--- config.mk ---
export PLATFORM = sky130hd
export DESIGN_NAME = banked_data_memory
export DESIGN_NICKNAME = d
export VERILOG_FILES = /design/src/rtl/banked_data_memory.sv
export SDC_FILE = /design/constraint.sdc
export NUM_CORES = 2
export LEC_CHECK = 0
export BUFFER_PORTS_ARGS = -buffer_cell sky130_fd_sc_hd__buf_2
export CAP_MARGIN = 20
export CORE_MARGIN = 2
export CORE_UTILIZATION = 40
export CTS_BUF_LIST = sky130_fd_sc_hd__clkbuf_16
export CTS_CLUSTER_DIAMETER = 30
export CTS_CLUSTER_SIZE = 30
export DETAILED_ROUTE_END_ITERATION = 8
export GPL_TIMING_DRIVEN = 0
export SYNTH_ARGS = -nofsm -noshare
export SYNTH_HDL_FRONTEND = slang
export SYNTH_SLANG_ARGS = --single-unit
--- constraint.sdc ---
create_clock -name in_clk -period 6.7 [get_ports in_clk]
set_input_delay 0.335 -clock in_clk [delete_from_list [all_inputs] [get_ports in_clk]]
set_output_delay 0.335 -clock in_clk [all_outputs]
set_load 0.005 [all_outputs]
--- src/rtl/banked_data_memory.sv ---
// Banked data memory: address and bank registers, combinational read, clocked write, sticky collision flag.
// Build macro MBS_BANKING_EN enables four banks; without it a single bank is used and the bank inputs are ignored.
module banked_data_memory #(
   parameter int ADDR_WIDTH = 8,
   parameter int DATA_WIDTH = 16
) (
   input  logic                  in_clk,
   input  logic                  in_reset,
   input  logic [DATA_WIDTH-1:0] in_bus,
   input  logic                  in_addr_wr_enable,
   input  logic                  in_read_enable,
   input  logic                  in_wr_enable,
   input  logic                  in_mbs_wr_enable,
   input  logic [1:0]            in_mbs_value,
   output logic [DATA_WIDTH-1:0] out_data,
   output logic                  out_data_valid,
   output logic [ADDR_WIDTH-1:0] out_addr,
   output logic [1:0]            out_bank,
   output logic                  out_error
);

   // Access rules: a read alone drives the word this cycle; a write alone
   // commits at the edge; read and write together is a collision that
   // blocks the write and latches out_error until reset.
`ifdef MBS_BANKING_EN
   localparam int IDX_BITS = ADDR_WIDTH + 2;
`else
   localparam int IDX_BITS = ADDR_WIDTH;
`endif
   localparam int DEPTH = 1 << IDX_BITS;

   logic [DATA_WIDTH-1:0] mem [0:DEPTH-1];
   logic [ADDR_WIDTH-1:0] addr;
   logic [1:0]            bank;
   logic                  error;
   logic [IDX_BITS-1:0]   idx;
   logic                  read_ok;
   logic                  do_write;
   logic                  collision;

`ifdef MBS_BANKING_EN
   assign idx = {bank, addr};

   always_ff @(posedge in_clk or posedge in_reset) begin
      if (in_reset) begin
         bank <= 2'b00;
      end else if (in_mbs_wr_enable) begin
         bank <= in_mbs_value;
      end
   end
`else
   logic unused_bank_inputs;

   assign idx                = addr;
   assign bank               = 2'b00;
   assign unused_bank_inputs = &{1'b0, in_mbs_wr_enable, in_mbs_value};
`endif

   assign read_ok   = in_read_enable & ~in_wr_enable & ~in_reset;
   assign do_write  = in_wr_enable & ~in_read_enable & ~in_reset;
   assign collision = in_read_enable & in_wr_enable;

   // Address and flag use pre-edge values for the access; indirect
   // addressing falls out of loading addr while the old word is read.
   always_ff @(posedge in_clk or posedge in_reset) begin
      if (in_reset) begin
         addr  <= '0;
         error <= 1'b0;
      end else begin
         if (in_addr_wr_enable) begin
            addr <= in_bus[ADDR_WIDTH-1:0];
         end
         if (collision) begin
            error <= 1'b1;
         end
      end
   end

   // Array has no reset so contents survive in_reset.
   always_ff @(posedge in_clk) begin
      if (do_write) begin
         mem[idx] <= in_bus;
      end
   end

   assign out_data       = read_ok ? mem[idx] : '0;
   assign out_data_valid = read_ok;
   assign out_addr       = addr;
   assign out_bank       = bank;
   assign out_error      = error;

endmodule

==> results_tabular.tex <==
\begin{tabular}{lr}
\hline
Metric & Value \\
\hline
\multicolumn{2}{l}{\textbf{Synth}} \\
Compound-gate portion of the synthesized area & under 10\% \\
Adder and majority cell fraction of the synthesized area & 0\% \\
Async set or reset register ratio after synthesis & less than 1\% \\
Dominant combinational cell family by area after synthesis & multiplexers \\
Fraction of the mapped netlist area in simple logic gates & 2.30\% \\
Portion of netlist area occupied by mux cells & 14.1\% \\
Share of Yosys cell area claimed by the top area cell type & about four fifths \\
Count of state elements after synthesis & a little over 4000 \\
Number of distinct library cells after synthesis & 53 \\
Number of enable flip-flop cells after synthesis & 4096 \\
Top cells by area in the synthesized netlist & sky130\_fd\_sc\_hd\_\_edfxtp\_1, sky130\_fd\_sc\_hd\_\_mux4\_2, sky130\_fd\_sc\_hd\_\_mux2i\_1 \\
Seq/Total Area, Yosys & between 70\% and 80\% \\
Post-synthesis xor/xnor area fraction & 0\% \\
Synthesized instance count & about 7800 \\
Most frequently used flop master after synthesis & sky130\_fd\_sc\_hd\_\_edfxtp\_1 \\
Post-synthesis average cell area & just over 20 sq um \\
Largest area contributor in the netlist & sky130\_fd\_sc\_hd\_\_edfxtp\_1 \\
Area of the mapped netlist & around 0.16 sq mm \\
Total number of yosys warnings & 0 \\
\multicolumn{2}{l}{\textbf{Timing}} \\
Final-report max-slew violation count & 0 \\
Min setup slack post-route & -0.211 ns \\
Time the worst path needs with I/O delays and setup & between 6 and 7 ns \\
Final hold violation count & 0 \\
Number of setup violations in the final report & 12 \\
Period Utilization, post-route & 103\% \\
Sum Neg Setup Slack & -1.30 ns \\
Transition at the pin with the smallest max-transition slack & between 1 and 1.5 ns \\
Setup repair after global routing missed its margin & no \\
Worst Clk Skew & 0.0774 ns \\
Achievable Freq & $\sim$140 MHz \\
Max-Slew Margin vs Limit & 14.7\% \\
Hold WS & approximately 0.25 ns \\
\multicolumn{2}{l}{\textbf{CTS}} \\
TritonCTS clock tree & yes \\
TritonCTS sink count & around 4000 \\
Number of buffers on the longest clock path & 4 \\
CTS H-tree depth & 6 \\
Source-to-sink clock delay at the later pin of the worst-skew pair & about 1.1 ns \\
TritonCTS Buffers & approximately 700 \\
Clock-pin slew of the registers on the worst-case setup and hold paths & 0.06 ns \\
Clock root buffer & sky130\_fd\_sc\_hd\_\_clkbuf\_16 \\
\multicolumn{2}{l}{\textbf{Pwr}} \\
Power density relative to cell area & $\sim$350 mW/mm\^{}2 \\
Largest vdd supply drop & approximately 0.27 mV \\
Reported leakage power & about 64 nW \\
\multicolumn{2}{l}{\textbf{Floorplanning}} \\
I/O pins & 52 \\
Initial core utilization & 40.2\% \\
Overall die area & 0.399 sq mm \\
Die Wd & between 600 and 700 microns \\
Standard-cell row count & 230 \\
Die height & about 630 microns \\
Placeable core area & $\sim$0.39 sq mm \\
\multicolumn{2}{l}{\textbf{Route}} \\
Final wirelength & between 400 and 500 mm \\
Final ANT Viol Nets & 0 \\
Post-detailed-route DRC marker count & 0 \\
DRC violation total after the first TritonRoute iteration & between 10000 and 15000 \\
Router iterations before antenna repair & 6 \\
Vias per cell & 5.84 \\
Routed vias & approximately 85000 \\
Average routed wire per standard cell & 32.7 microns \\
\multicolumn{2}{l}{\textbf{Final layout}} \\
Non-filler instance count after layout & about 15000 \\
Synthesis-to-layout area growth & 22.9\% \\
Ratio of cells with drive above 1 in the final layout & between 20\% and 30\% \\
Design Area, Final & about 0.19 sq mm \\
Final Net Count & slightly below 9000 \\
\multicolumn{2}{l}{\textbf{Global route}} \\
Number of global-route vias before repair & 84700 \\
Maximum number of pins on one net before global-route repair & 165 \\
Wire length of the first global-routing pass & between 600 and 700 mm \\
Total global routing overflow & 0 \\
Antenna violations before repair & 39 \\
Total GRT Usage & 23.5\% \\
\multicolumn{2}{l}{\textbf{Worst setup path}} \\
Req. time, crit path & around 6.4 ns \\
Kind of end point of the critical path & primary output \\
Arrival time at the worst endpoint & between 6 and 7 ns \\
Number of cells on the worst reg-to-reg path & 9 \\
Maximum fanout along the worst path & 10 \\
Type of origin of the critical path & register \\
Worst path cell trace & buf\_2, buf\_4, buf\_4, clkbuf\_2, mux4\_2, a22oi\_1, nand4\_1, nand4b\_1, a2bb2oi\_2, nand3\_1, buf\_2 \\
Type of the worst setup path & register to primary output \\
CP max-delay cell & sky130\_fd\_sc\_hd\_\_nand4\_1 \\
Worst stage delay on the critical path & 0.90 ns \\
\multicolumn{2}{l}{\textbf{Run}} \\
Number of maximum-capacitance constraint violations & 0 \\
\multicolumn{2}{l}{\textbf{Status}} \\
Violated checks & negative setup slack \\
Run status & finished, violations left \\
\multicolumn{2}{l}{\textbf{Place}} \\
Area after detailed placement & 0.169 sq mm \\
Port buffer count & 45 \\
Instance count after placement with tap cells included & between 10000 and 15000 \\
Hpwl dp & about 320 mm \\
Routability congestion estimate from global placement & 0.964 \\
\multicolumn{2}{l}{\textbf{Hold path}} \\
Min-Delay Path Depth & 2 \\
Kind of path behind the tightest hold check & input port to register \\
\hline
\end{tabular}
[sequential cells by signal, indices dropped and copies added (netlist names)]
signal and flops:
mem 4096, out_addr 8, out_error 1
[through the flow]
step / total power [mW] / utilization (%) / worst slack (ns)
floorplan: 31.0 / - / 3.60
global placement: 33.2 / 41.9 / -0.706
detailed placement: 33.2 / 43.1 / 0.227
CTS: 68.8 / 49.3 / 0.00206
global route: 70.2 / 49.4 / 0.0233
finish: 68.7 / 49.4 / -0.211
[synthesized netlist by cell type, types with 33 or more instances]
cell type                  instances
sky130_fd_sc_hd__a221oi_1        142
sky130_fd_sc_hd__mux2i_1        1007
sky130_fd_sc_hd__nor2_1          279
sky130_fd_sc_hd__o211ai_1         46
sky130_fd_sc_hd__buf_2           164
sky130_fd_sc_hd__clkbuf_1        192
sky130_fd_sc_hd__nor4_1           45
sky130_fd_sc_hd__o22ai_1         256
sky130_fd_sc_hd__or4_1            34
sky130_fd_sc_hd__buf_1            45
sky130_fd_sc_hd__nand3_1          91
sky130_fd_sc_hd__a22oi_1         172
sky130_fd_sc_hd__and3_1           51
sky130_fd_sc_hd__buf_4            57
sky130_fd_sc_hd__a21oi_1          97
sky130_fd_sc_hd__nand2_1         118
sky130_fd_sc_hd__edfxtp_1       4096
sky130_fd_sc_hd__o21ai_0          68
sky130_fd_sc_hd__nand4_1          33
sky130_fd_sc_hd__mux4_2          527
[what timing repair did]
action                      CTS  global route
pin swaps                    10             3
hold endpoints to repair   1131             0
cloned                        0             0
resized for setup            39             9
setup endpoints to repair    16             7
setup buffers                 0             0
hold buffers                 21             0
[metal layers]
layer  up-vias  part of all wire, %  global-route usage [%]
li1      34700                    -                       -
met1     44900                   38                    31.1
met2      4740                   46                    36.3
met3      1011                   10                    5.71
met4        18                  5.5                    11.7
met5         -                0.024                       0
[logic make-up after synthesis]
group / after synthesis
DFF: 4105
other: 1
buffers and inverters: 478
muxes: 1558
and+or+nand+nor: 731
AOI/OAI and AO/OA: 885
[final timing paths]
kind                            slack, ns         from           end
worst max-delay path                -0.21  out_addr[1]   out_data[6]
worst min-delay path                 0.25    in_bus[9]   mem[201][9]
worst max register to register       0.28  out_addr[3]  mem[111][10]
worst min register to register       0.99    out_error     out_error
max in group asynchronous            5.60     in_reset   out_addr[1]
min in group asynchronous            0.55     in_reset   out_addr[6]
[cell type report]
type	instances	area, sq um
Fill cell	31200	199000
Sequential cell	4105	123000
Multi-Input combinational cell	3176	32800
Clock buffer	703	17600
Tap cell	5220	6530
Clock inverter	587	6460
Timing Repair Buffer	303	4670
Buffer	470	2360
Antenna cell	31	77.6
Inverter	3	11.3
[worst max-delay path, delay by kind of cell, from the launching register on]
| family | cells | cell delay [ns] |
|---|---|---|
| buf+inv | 5 | 1.73 |
| compound gates | 2 | 0.81 |
| flops | 1 | 0.52 |
| mux | 1 | 0.37 |
| simple gates | 3 | 2.05 |
[report_power, final]
part / internal, mW / total (mW) / switching (mW)
logic: 1.39 / 4.51 / 3.12
clock network: 23.0 / 35.9 / 12.9
registers: 28.3 / 28.3 / 0.0191
total: 52.7 / 68.7 / 16.0
[layout by cell type (no fill, tap or decap), drive strengths merged, types with 118 or more instances in the layout]
master  synthesis  routed
clkinv          1     268
buf           282     558
a22oi         172     172
inv             2     163
o22ai         256     256
clkbuf        193     897
mux4          527     527
mux2i        1007    1007
nor2          279     279
nand2         118     118
a221oi        142     142
edfxtp       4096    4096
(Power assumes the default switching activity.)
